`src/rtl/pipelined_subtractor.sv`:
```
// Valid/ready pipelined unsigned subtractor producing {borrow, a-b} one slice per stage.
// Define PIPELINED_SUBTRACTOR_OVF_EN to add the signed-overflow output ovf.
module pipelined_subtractor #(
    parameter int DATA_WIDTH     = 24,
    parameter int BITS_PER_STAGE = 6
) (
    input  logic                  clk,
    input  logic                  resetn,
    input  logic [DATA_WIDTH-1:0] a,
    input  logic [DATA_WIDTH-1:0] b,
    input  logic                  in_valid,
    output logic                  in_ready,
    output logic [DATA_WIDTH:0]   result,
    output logic                  out_valid,
`ifdef PIPELINED_SUBTRACTOR_OVF_EN
    output logic                  ovf,
`endif
    input  logic                  out_ready
);

    localparam int N_STAGES = DATA_WIDTH / BITS_PER_STAGE;

    if ((DATA_WIDTH % BITS_PER_STAGE) != 0) begin : g_width_chk
        $error("DATA_WIDTH must be a multiple of BITS_PER_STAGE");
    end

    function automatic logic [BITS_PER_STAGE:0] sub_slice(
        input logic [BITS_PER_STAGE-1:0] x,
        input logic [BITS_PER_STAGE-1:0] y,
        input logic                      bin
    );
        logic [BITS_PER_STAGE-1:0] d;
        logic                      br;
        d  = '0;
        br = bin;
        for (int i = 0; i < BITS_PER_STAGE; i++) begin
            d[i] = x[i] ^ y[i] ^ br;
            br   = (~x[i] & y[i]) | (~(x[i] ^ y[i]) & br);
        end
        return {br, d};
    endfunction

    logic [N_STAGES-1:0]       r_vld;
    logic [N_STAGES-1:0]       r_bor;
    logic [DATA_WIDTH-1:0]     r_a [N_STAGES];
    logic [DATA_WIDTH-1:0]     r_b [N_STAGES];
    logic [DATA_WIDTH-1:0]     r_d [N_STAGES];

    logic [N_STAGES-1:0]       w_ld;
    logic [N_STAGES-1:0]       w_vin;
    logic [N_STAGES-1:0]       w_bi;
    logic [DATA_WIDTH-1:0]     w_ain  [N_STAGES];
    logic [DATA_WIDTH-1:0]     w_bin  [N_STAGES];
    logic [DATA_WIDTH-1:0]     w_din  [N_STAGES];
    logic [DATA_WIDTH-1:0]     w_dnew [N_STAGES];
    logic [BITS_PER_STAGE:0]   w_s    [N_STAGES];

    // A stage can take new contents when it is empty or everything downstream moves.
    always_comb begin
        logic w_up;
        w_ld  = '0;
        w_vin = '0;
        w_up  = out_ready;
        for (int k = N_STAGES - 1; k >= 0; k--) begin
            w_up    = ~r_vld[k] | w_up;
            w_ld[k] = w_up;
        end
        w_vin[0] = in_valid;
        for (int k = 1; k < N_STAGES; k++) begin
            w_vin[k] = r_vld[k-1];
        end
    end

    // Stage inputs: ports feed stage 0, each later stage reads its predecessor.
    always_comb begin
        w_ain[0] = a;
        w_bin[0] = b;
        w_din[0] = '0;
        w_bi     = '0;
        for (int k = 1; k < N_STAGES; k++) begin
            w_ain[k] = r_a[k-1];
            w_bin[k] = r_b[k-1];
            w_din[k] = r_d[k-1];
            w_bi[k]  = r_bor[k-1];
        end
    end

    // Operands are pre-shifted so each stage always works on the low slice; the
    // new difference slice enters at the top and settles into place after N_STAGES.
    always_comb begin
        for (int k = 0; k < N_STAGES; k++) begin
            w_s[k]    = sub_slice(w_ain[k][BITS_PER_STAGE-1:0],
                                  w_bin[k][BITS_PER_STAGE-1:0], w_bi[k]);
            w_dnew[k] = (w_din[k] >> BITS_PER_STAGE)
                      | (DATA_WIDTH'(w_s[k][BITS_PER_STAGE-1:0]) << (DATA_WIDTH - BITS_PER_STAGE));
        end
    end

    always_ff @(posedge clk) begin
        if (!resetn) begin
            r_vld <= '0;
        end else begin
            for (int k = 0; k < N_STAGES; k++) begin
                if (w_ld[k]) begin
                    r_vld[k] <= w_vin[k];
                end
            end
        end
    end

    always_ff @(posedge clk) begin
        for (int k = 0; k < N_STAGES; k++) begin
            if (w_ld[k]) begin
                r_a[k]   <= w_ain[k] >> BITS_PER_STAGE;
                r_b[k]   <= w_bin[k] >> BITS_PER_STAGE;
                r_d[k]   <= w_dnew[k];
                r_bor[k] <= w_s[k][BITS_PER_STAGE];
            end
        end
    end

    assign in_ready  = resetn & w_ld[0];
    assign out_valid = resetn & r_vld[N_STAGES-1];
    assign result    = out_valid ? {r_bor[N_STAGES-1], r_d[N_STAGES-1]} : '0;

`ifdef PIPELINED_SUBTRACTOR_OVF_EN
    // Operand MSBs sit in the top bit of the last stage's slice.
    logic w_ovf;
    logic r_ovf;

    assign w_ovf = (w_ain[N_STAGES-1][BITS_PER_STAGE-1] ^ w_bin[N_STAGES-1][BITS_PER_STAGE-1])
                 & (w_s[N_STAGES-1][BITS_PER_STAGE-1] ^ w_ain[N_STAGES-1][BITS_PER_STAGE-1]);

    always_ff @(posedge clk) begin
        if (!resetn) begin
            r_ovf <= 1'b0;
        end else if (w_ld[N_STAGES-1]) begin
            r_ovf <= w_ovf;
        end
    end

    assign ovf = out_valid & r_ovf;
`endif

endmodule

```
`config.mk`:
```
export PLATFORM = sky130hd
export DESIGN_NAME = pipelined_subtractor
export DESIGN_NICKNAME = d
export VERILOG_FILES = /design/src/rtl/pipelined_subtractor.sv
export SDC_FILE = /design/constraint.sdc
export NUM_CORES = 1
export LEC_CHECK = 0
export ABC_AREA = 1
export BUFFER_PORTS_ARGS = -buffer_cell sky130_fd_sc_hd__buf_2
export CAP_MARGIN = 20
export CORE_MARGIN = 3
export CORE_UTILIZATION = 54
export DETAILED_ROUTE_END_ITERATION = 16
export PLACE_DENSITY = 0.76
export REMOVE_ABC_BUFFERS = 1
export SLEW_MARGIN = 20
export SYNTH_ARGS = -nofsm -noshare
export SYNTH_HDL_FRONTEND = slang
export SYNTH_SLANG_ARGS = --single-unit
```
`constraint.sdc`:
```
create_clock -name clk -period 4 [get_ports clk]
set_input_delay 0.2 -clock clk [delete_from_list [all_inputs] [get_ports clk]]
set_output_delay 0.2 -clock clk [all_outputs]
set_load 0.05 [all_outputs]
```
==> impl_results.md <==
* Row count at 35
* Worst slew margin at 35.49%
* Critical Path Fanout Max at 1
* Initial antenna violation count at 0
* Least-Margin Pin Slew at 0.9665 ns
* Slowest CP cell: fa_1
* Post-DR vias/cell at 4.371
* Mapped Area at 5166 µm²
* P_int at 2857 µW
* #FFs+latches synth at 140
* Hold path endpoint: r_d[0][19]
* Fin. max-slew vios at 0
* 1st-iter DRT viols at 109
* CTS tree: yes
* Top Metal Used: met4
* Part of the power in combinational logic at 5.1%
* Register share of total power at 52.3%
* Synth Flop Type: edfxtp_1
* Remaining DRCs at 0
* Total number of vias at 2483
* Post-synthesis sequential area ratio at 80.60%
* Ys Warns at 0
* P_leak at 0.003012 µW
* Die Wd at 103.8 µm
* GR Util All Layers at 15.99%
* Setup violators final at 0
* Post-synth EDFFs at 136
* Sw frac at 19.20%
* DP HPWL at 4.550 mm
* Max Cap Viol at 0
* Synth area leaders: edfxtp_1 79%, fa_1 8.9%, inv_1 6.4%, nor2_1 2.0%, dfxtp_1 1.6%
* Full die area at 10780 µm²
* Most common library cells after synthesis: 136 x edfxtp_1, 88 x inv_1, 28 x nor2_1
* Critical path launch point type: register
* Pin count of the biggest net entering global routing at 46
* Total net switching power at 679.0 µW
* Main combinational cell family by area after synthesis: adder cells
* CTS buffer count at 17
* Adder-cell share of the synthesized area at 9.155%
* Root Buffer: clkbuf_8
* DR WL met2 at 4.365 mm
* Worst Hold Depth at 2
* TritonCTS sink count at 140
* Synth async-reset ratio at 0%
* XOR/XNOR share of the synthesized area at 0%
* Buf+Inv Stages, Crit Path at 3
* Initial core utilization at 55.65%
* Synth top area share at 79.05%
* Max IR drop VDD at 0.3092 mV
* Final GP Congestion at 0.7476
* Worst r2r src: r_bor[0]
* Simple-gate share of the synthesized area at 3.221%
* Total power draw at 3536 µW
* Max Freq at 312.5 MHz
* Worst EP required at 4.25 ns
* Clk slew on worst S/H paths at 0.06 ns
* First-pass GRT wire length at 12.64 mm
* Die height at 103.8 µm
* M1 wire length at 2.568 mm
* Share of cells above drive strength 1 at 25.97%
* Routed Wire Length at 7.450 mm
* Metal3 WL at 312 µm
* CP endpoint kind: register
* HP Class: input pin to register
* Vias in the first global route at 2684
* Area leader, netlist: edfxtp_1
* CP max stage delay at 0.47 ns
* Post-DRT Antenna Nets at 0
* Filler instances at 611
* Routed len/inst at 13.12 µm
* IO Pins at 79
* Synth cell types at 15
* Core footprint at 9284 µm²
* Period utilization at 80.00%
* CP Cell Sequence: inv_1, fa_1, inv_1, fa_1, fa_1, fa_1, fa_1, inv_1, fa_1
* HP Start: a[1]
* Most frequent cell after synthesis: edfxtp_1
* Final net count at 502
* Endpoints failing hold at 0
* First-pass DRT Iterations at 4
* Area growth syn-to-layout at 29.52%
* I/O Buffers at 78
* CTS max path bufs at 2
* Antenna cells at 0
* CP top delay family: adder cells
* Mean Syn Cell Area at 17.75 µm²
* End of the worst register-to-register path: r_d[1][23]
* Status: completed
* Worst reg2reg path depth at 9
* H-tree depth at 4
* Unrepaired setup endpoints after global routing: no
* Pwr Density at 528.5 nW/µm²
* Clock power share at 42.6%
* Clock Latency Late Sink at 0.50 ns
* GRT overflow at 0
* Worst path most repeated cell: fa_1
* Mapped Cells at 291
* Compound-Gate Fraction of Synth Area at 0.3633%
* Min Tclk post-route at 3.200 ns
* Crit Path Class: register to register
* WP data arrival at 3.45 ns
* Sum Neg Setup Slack at 0 ns
* Reg2reg setup slack at 0.80 ns
* Final Skew at 0.008911 ns
* Post-synthesis mux area share at 0%
==> power groups by stage <==
stage | Combinational [µW] | Sequential [µW] | Clock, µW
CTS | 182 | 1850 | 1540
global route | 212 | 1870 | 1620
detailed placement | 151 | 1880 | 0
global placement | 137 | 1870 | 0
finish | 180 | 1850 | 1510
floorplan | 96.1 | 1860 | 0
==> cell families (layout without fill, tap and decap cells) <==
group | count (synthesis) | after routing
adders and majority gates | 24 | 24
AOI/OAI and AO/OA | 3 | 3
and+or+nand+nor | 33 | 33
buffers and inverters | 91 | 239
DFF | 140 | 140
==> how the worst max path moves through the flow <==
stage	from	slack, ns	depth (start not counted)	end
global placement	r_bor[0]	0.83	9	r_d[1][23]
global route	r_b[0][0]	0.61	9	r_d[1][23]
detailed placement	r_b[0][0]	0.75	9	r_d[1][23]
floorplan	r_bor[0]	0.90	9	r_d[1][23]
CTS	r_b[0][0]	0.75	9	r_d[1][23]
finish	r_bor[0]	0.80	9	r_d[1][23]
==> worst register-to-register path, stage by stage (launching register included) <==
cell      delay, ns
edfxtp_1       0.37
inv_1          0.09
fa_1           0.17
inv_1          0.06
fa_1           0.45
fa_1           0.47
fa_1           0.46
fa_1           0.42
inv_1          0.09
fa_1           0.39
==> area by class of cell <==
type	instances	area, µm²	share of cell area (%)
Sequential cell	140	4164	62.23
Timing Repair Buffer	118	788.3	11.78
Multi-Input combinational cell	60	658.1	9.835
Clock buffer	21	439.2	6.563
Inverter	89	334.1	4.993
Tap cell	129	161.4	2.412
Clock inverter	11	146.4	2.188
==> metrics by stage <==
stage          setup slack [ns]  hold WS, ns  util, %  area [µm²]  cells
2_1_floorplan            0.9001       0.2989        -        5156    289
3_3_place_gp             0.8276       0.3766    61.56        5715    497
3_5_place_dp             0.7526       0.3781    61.56        5715    497
4_1_cts                  0.7488      0.01620    72.08        6691    568
5_1_grt                  0.6142      0.03769    72.08        6691    568
6_report                 0.7999      0.04676    72.08        6691    568
==> repair_timing <==
item / CTS / global route
hold endpoints to repair: 38 / 0
setup buffers: 0 / 0
hold buffers: 39 / 0
resized for setup: 0 / 0
endpoints found under the setup margin: 0 / 0
==> routing by layer <==
layer  GRT usage (%)  vias up
li1                -     1212
met1           15.48     1184
met2           29.43       69
met3           5.234       18
met4           9.117        0
met5               0        -
==> registers in the layout (all words and copies together), names as in the netlist <==
register  cells
r_bor         4
r_b          36
r_d          60
r_vld         4
r_a          36
==> cells in the final DEF, fill, tap and decap left out <==
master	count
clkinvlp_4	2
a21oi_1	2
bufinv_16	3
dlygate4sd3_1	39
buf_2	78
clkbuf_16	16
clkbuf_8	2
buf_4	1
ha_1	1
a21oi_2	1
clkinv_2	3
nand2_1	1
nand2_2	1
inv_1	88
dfxtp_1	4
nor2_1	28
clkinv_4	3
fa_1	23
nand3_2	1
nand4_4	1
nor2_8	1
edfxtp_1	136
clkbuf_1	3
inv_2	1
Power figures use the tool's default switching activity.
